$ cat config.mk
export PLATFORM = sky130hd
export DESIGN_NAME = fetch_controller
export DESIGN_NICKNAME = d
export VERILOG_FILES = /design/src/rtl/fetch_controller_pkg.sv /design/src/rtl/fetch_timeout_counter.sv /design/src/rtl/fetch_controller.sv
export SDC_FILE = /design/constraint.sdc
export NUM_CORES = 1
export LEC_CHECK = 0
export CAP_MARGIN = 40
export CORE_MARGIN = 2
export CORE_UTILIZATION = 39
export CTS_CLUSTER_SIZE = 25
export DETAILED_ROUTE_END_ITERATION = 16
export GPL_TIMING_DRIVEN = 0
export PLACE_DENSITY = 0.78
export SKIP_CTS_REPAIR_TIMING = 1
export SLEW_MARGIN = 15
export SYNTH_ARGS = -nofsm -noshare
export SYNTH_HDL_FRONTEND = slang
export SYNTH_SLANG_ARGS = --single-unit
$ cat constraint.sdc
create_clock -name clk_i -period 2.5 [get_ports clk_i]
set_clock_uncertainty 0.05 [all_clocks]
set_input_delay 0.5 -clock clk_i [delete_from_list [all_inputs] [get_ports clk_i]]
set_output_delay 0.5 -clock clk_i [all_outputs]
set_load 0.01 [all_outputs]
$ cat src/rtl/fetch_controller_pkg.sv
// -----------------------------------------------------------------------------
// fetch_controller_pkg
// Shared encodings for the instruction-fetch controller.
//   fstate_e     : fetch FSM state encoding (2-bit)
//   halt_cause_e : sticky halt cause codes reported on halt_cause_o
//   pc_inc       : sequential PC advance (64-bit, carry dropped)
//   pc_misaligned: non-zero low address bits of an instruction PC
// -----------------------------------------------------------------------------
package fetch_controller_pkg;

    typedef enum logic [1:0] {
        FSTATE_FETCH = 2'd0,
        FSTATE_VALID = 2'd1,
        FSTATE_HALT  = 2'd2
    } fstate_e;

    typedef enum logic [1:0] {
        HALT_NONE     = 2'd0,
        HALT_IMEM     = 2'd1,
        HALT_MISALIGN = 2'd2,
        HALT_TIMEOUT  = 2'd3
    } halt_cause_e;

    localparam int unsigned PC_W    = 64;
    localparam int unsigned INSTR_W = 32;

    // Modulo 2^64 increment: the carry out of bit 63 is simply dropped.
    function automatic logic [PC_W-1:0] pc_inc(input logic [PC_W-1:0] pc);
        return pc + 64'd4;
    endfunction

    function automatic logic pc_misaligned(input logic [PC_W-1:0] pc);
        return (pc[1:0] != 2'b00);
    endfunction

endpackage

$ cat src/rtl/fetch_timeout_counter.sv
// -----------------------------------------------------------------------------
// fetch_timeout_counter
// Counts request cycles that have gone without a memory response.
//   clk_i     : clock
//   rst_i     : synchronous active-high reset, clears the count
//   clr_i     : clear the count (takes priority over en_i)
//   en_i      : advance the count by one
//   expired_o : count has reached TIMEOUT_CYCLES-1
// -----------------------------------------------------------------------------
module fetch_timeout_counter #(
    parameter int unsigned TIMEOUT_CYCLES = 15
) (
    input  logic clk_i,
    input  logic rst_i,
    input  logic clr_i,
    input  logic en_i,
    output logic expired_o
);

    localparam logic [7:0] LAST_COUNT = 8'(TIMEOUT_CYCLES - 1);

    logic [7:0] count_q;

    always_ff @(posedge clk_i) begin
        if (rst_i || clr_i) begin
            count_q <= 8'd0;
        end else if (en_i) begin
            count_q <= count_q + 8'd1;
        end
    end

    assign expired_o = (count_q == LAST_COUNT);

endmodule

$ cat src/rtl/fetch_controller.sv
// -----------------------------------------------------------------------------
// fetch_controller
// Instruction-fetch sequencer. Owns the architectural PC, issues requests to a
// variable-latency instruction memory and hands the returned word to decode.
// Any fault (access error, misaligned PC, response timeout) latches a sticky
// halt that only reset clears.
//   clk_i, rst_i       : clock, synchronous active-high reset
//   stall_i            : decode cannot accept, hold the current instruction
//   redirect_i/_pc_i   : branch/jump redirect and its target
//   imem_req_o/addr_o  : registered request level and fetch address (== pc_o)
//   imem_ack_i/instr_i : response valid and instruction word
//   imem_error_i       : access fault, qualified by imem_ack_i
//   instr_valid_o      : instr_o/pc_o hold a fetched instruction
//   instr_o, pc_o      : latched instruction and current PC
//   halt_o, halt_cause_o : sticky halt and its cause code
// -----------------------------------------------------------------------------
module fetch_controller
    import fetch_controller_pkg::*;
#(
    parameter logic [63:0] RESET_PC       = 64'h0,
    parameter int unsigned TIMEOUT_CYCLES = 15
) (
    input  logic        clk_i,
    input  logic        rst_i,
    input  logic        stall_i,
    input  logic        redirect_i,
    input  logic [63:0] redirect_pc_i,
    output logic        imem_req_o,
    output logic [63:0] imem_addr_o,
    input  logic        imem_ack_i,
    input  logic [31:0] imem_instr_i,
    input  logic        imem_error_i,
    output logic        instr_valid_o,
    output logic [31:0] instr_o,
    output logic [63:0] pc_o,
    output logic        halt_o,
    output logic [1:0]  halt_cause_o
);

    fstate_e     state_q, state_d;
    logic [63:0] pc_q, pc_d;
    logic [31:0] instr_q, instr_d;
    halt_cause_e cause_q, cause_d;
    logic        req_q, req_d;
    logic        cnt_clr, cnt_en, cnt_expired;

    fetch_timeout_counter #(
        .TIMEOUT_CYCLES (TIMEOUT_CYCLES)
    ) u_timeout (
        .clk_i     (clk_i),
        .rst_i     (rst_i),
        .clr_i     (cnt_clr),
        .en_i      (cnt_en),
        .expired_o (cnt_expired)
    );

    always_ff @(posedge clk_i) begin
        if (rst_i) begin
            state_q <= FSTATE_FETCH;
            pc_q    <= RESET_PC;
            instr_q <= 32'd0;
            cause_q <= HALT_NONE;
            req_q   <= 1'b0;
        end else begin
            state_q <= state_d;
            pc_q    <= pc_d;
            instr_q <= instr_d;
            cause_q <= cause_d;
            req_q   <= req_d;
        end
    end

    always_comb begin
        state_d = state_q;
        pc_d    = pc_q;
        instr_d = instr_q;
        cause_d = cause_q;
        cnt_clr = 1'b1;
        cnt_en  = 1'b0;

        unique case (state_q)
            FSTATE_FETCH: begin
                if (redirect_i) begin
                    // Any response arriving with the redirect belongs to the
                    // abandoned address and is dropped.
                    pc_d = redirect_pc_i;
                end else if (pc_misaligned(pc_q)) begin
                    state_d = FSTATE_HALT;
                    cause_d = HALT_MISALIGN;
                end else if (req_q) begin
                    // req_q is low only in the idle cycle right after reset,
                    // when no request is outstanding yet.
                    if (imem_ack_i && imem_error_i) begin
                        state_d = FSTATE_HALT;
                        cause_d = HALT_IMEM;
                    end else if (imem_ack_i) begin
                        instr_d = imem_instr_i;
                        state_d = FSTATE_VALID;
                    end else if (cnt_expired) begin
                        state_d = FSTATE_HALT;
                        cause_d = HALT_TIMEOUT;
                    end else begin
                        cnt_clr = 1'b0;
                        cnt_en  = 1'b1;
                    end
                end
            end
            FSTATE_VALID: begin
                if (redirect_i) begin
                    pc_d    = redirect_pc_i;
                    state_d = FSTATE_FETCH;
                end else if (!stall_i) begin
                    pc_d    = pc_inc(pc_q);
                    state_d = FSTATE_FETCH;
                end
            end
            FSTATE_HALT: begin
                // Sticky: only reset leaves this state.
            end
            default: begin
                state_d = FSTATE_FETCH;
            end
        endcase

        // The request is registered from the next PC, so a misaligned PC never
        // reaches memory: it is caught in its FETCH cycle with req low.
        req_d = (state_d == FSTATE_FETCH) && !pc_misaligned(pc_d);
    end

    assign imem_req_o    = req_q;
    assign imem_addr_o   = pc_q;
    assign pc_o          = pc_q;
    assign instr_o       = instr_q;
    assign instr_valid_o = (state_q == FSTATE_VALID);
    assign halt_o        = (state_q == FSTATE_HALT);
    assign halt_cause_o  = cause_q;

endmodule
==> results by group <==
Setup path
  • WP data arrival: 2.67 ns
  • R2r setup slk: 0.05 ns
  • CP Max Fanout: 8
  • Worst setup path category: reg2reg
  • CP delay by family, top: simple AND/OR/NAND/NOR gates
  • Worst setup path start: imem_addr_o[20]$_SDFFE_PP0P_
  • CP max stage delay: around 0.62 ns
  • Crit. End Element: flip-flop
  • Reg-to-reg critical path startpoint: imem_addr_o[20]$_SDFFE_PP0P_
  • WP data required: 2.71 ns
  • Slowest CP cell: or4_4
  • Critical path cell sequence: nand3_2 -> or4_4 -> or3_4 -> or4_1 -> a311oi_1
  • Worst Path Buf+Inv: 0
  • Worst setup SP type: flip-flop

Synthesis
  • Syn_nets: around 900
  • Top cell type by total area after synthesis: dfxtp_1
  • Largest cells by area after synthesis: dfxtp_1 35%, buf_4 7.7%, nand2_1 6.4%
  • Synth top cells by count: 109 x dfxtp_1, 107 x nand2_1, 64 x buf_4
  • Most numerous cell in the Yosys netlist: dfxtp_1
  • Primary FF master, synth: dfxtp_1
  • Number of synthesized flops with an enable pin: 0
  • YS warnings: 0
  • Post-synthesis sequential area ratio: between 30% and 40%
  • Mapped Avg Cell Area: 7.80 um2
  • Post-synthesis cell type count: 59
  • Mapped Cells: around 800
  • Async SR Flop Fraction: 0%
  • Top cell type's share of synthesized area: between 30% and 40%
  • Synth Cell Area: 6250 um2
  • #FFs+latches synth: 109

GRT
  • First-pass GRT wire length: 35,800 um
  • Total track usage: 26.9%
  • Largest net degree at the start of global routing: 19
  • Number of global-route vias before repair: 6,821
  • Initial antenna violation count: 0
  • Total gr overflow: 0

STA
  • Fin crit share: between 90% and 100%
  • RSZ-0062 raised after global routing: true
  • Final setup viols: 0
  • Setup TNS: 0 ns
  • Crit path time final: 2.45 ns
  • Final setup margin: 0.0476 ns
  • Slew Limit Fails: 0
  • Fin. Hold Viols: 0
  • Upper clock frequency limit: 408 MHz
  • Worst-Margin Slew: 0.739 ns
  • Rel. slew slack: approximately half
  • Hold Slack: 0.405 ns

CTS
  • Worst-path clk slew: ~0.080 ns
  • Clk_lat worst skew: 0.37 ns
  • CTS max path bufs: 2
  • TritonCTS clock tree: built
  • H-tree depth: 3
  • Clock Sinks: 109
  • CTS root buffer: clkbuf_16
  • CTS Buf Count: 9

Placement
  • Port Buffers: roughly 270
  • Final GP Congestion: ~0.93
  • Post-Place Cells: 1,283
  • DP Worst Slack: -0.984 ns
  • Post-DP HPWL: between 15,000 and 20,000 um

Power and ir drop
  • Seq pwr share: 43.3%
  • Sw frac: 28.1%
  • Combinational fraction of design power: 22.3%
  • Internal power: 3.31 mW
  • P_sw: 1.29 mW
  • Cell Pwr Density: 465 nW/um2
  • Max IR drop VDD: between 0.4 and 0.5 mV
  • Leak: 3.47 nW
  • Part of the power in the clock network: 34.4%

Layout
  • Net count, final: 1,203
  • Util after Layout: 62.8%
  • Layout fillers: 1,389
  • Final std cells w/o fill: 1,319
  • Area Overhead vs Synth: 58.6%
  • Share of layout cells above drive strength 1: 16.6%
  • # diodes: 0

Outcome
  • Status: completed

Route
  • Number of vias per cell: 5.60
  • DRT Wirelength: 23,900 um
  • First-pass detailed-route iteration total: 7
  • Vias: 7,388
  • Initial detailed-routing violation count: 779
  • Routed wire per std cell: 18.1 um
  • Residual DRC: 0
  • Post-route ant nets: 0

Job
  • Max-cap violations: 0

Die
  • Starting Density: 39.6%
  • Die height: between 100 and 150 um
  • Ports: 267
  • Die area: 17,100 um2
  • Horiz. Die Dim: 131 um
  • Core area: about 16,000 um2
  • Row Count: 46

Min path
  • Worst hold path startpoint: instr_o[1]$_SDFFE_PP0P_
  • Worst min path class: reg2reg
per-stage QoR:
| step | total power [mW] | instance area, um2 |
|---|---|---|
| floorplan | 2.40 | 6250 |
| global placement | 3.00 | 9170 |
| detailed placement | 3.02 | 9190 |
| CTS | 4.58 | 9520 |
| global route | 4.79 | 9910 |
| finish | 4.61 | 9910 |
cells in the final DEF, fill, tap and decap left out, types with 24 or more instances in the layout:
cell type	count
a21oi_1	43
a22oi_1	24
buf_4	87
clkbuf_1	24
clkdlybuf4s50_1	263
dfxtp_1	84
nand2_1	107
nand3_1	38
nand4_1	40
nor2_1	55
cells by family after synthesis:
kind of cell             after synthesis  share of synthesized area [%]
multiplexers                           8                           1.28
AO/OA/AOI/OAI                        164                           17.9
buffers and inverters                124                           11.3
adder cells (fa/ha/maj)                3                          0.601
AND/OR/NAND/NOR                      370                           30.8
flip-flops                           109                           34.9
XOR/XNOR                              23                           3.22
registers in the layout, indices dropped and copies added (netlist names):
signal and cells:
imem_req_o 1, instr_o 32, halt_cause_o 2, imem_addr_o 64
u_timeout.count_q 8, state_q 2
path summary, 6_finish.rpt:
| kind | depth (start not counted) | end |
|---|---|---|
| max | 5 | imem_addr_o[38]$_SDFFE_PP0P_ |
| min | 2 | instr_o[1]$_SDFFE_PP0P_ |
| max reg2reg | 5 | imem_addr_o[38]$_SDFFE_PP0P_ |
| min reg2reg | 2 | instr_o[1]$_SDFFE_PP0P_ |
routing by layer:
metal | part of all wire [%] | vias to the layer above | global-route usage [%]
li1 | - | 3495 | -
met1 | 38 | 3416 | 31.4
met2 | 48 | 423 | 45.3
met3 | 12 | 54 | 10.3
met4 | 2.2 | 0 | 9.64
met5 | 0 | - | 0
worst min-delay path: cells and delay by family, from the launching register on:
family / cells / cell delay, ns
AOI/OAI and AO/OA: 1 / 0.05
DFF: 1 / 0.31
and+or+nand+nor: 1 / 0.05
area by class of cell:
type | count | area [um2] | area share (%)
plain buffers | 109 | 684 | 6.91
clock buffers | 9 | 225 | 2.27
clock inverters | 7 | 98.8 | 0.997
inverters | 14 | 52.6 | 0.530
multi-input cells | 568 | 3520 | 35.5
flip-flops and latches | 109 | 2230 | 22.5
well taps | 216 | 270 | 2.73
repair buffers | 287 | 2820 | 28.5
power groups by stage:
| stage | clock network, mW | registers (mW) | logic (mW) |
|---|---|---|---|
| global route | 1.68 | 2.01 | 1.10 |
| detailed placement | 0 | 2.02 | 0.998 |
| global placement | 0 | 2.02 | 0.985 |
| finish | 1.59 | 1.99 | 1.03 |
| floorplan | 0 | 2.01 | 0.394 |
| CTS | 1.60 | 1.98 | 1.00 |
No activity file was read; power rests on OpenSTA's default activity.
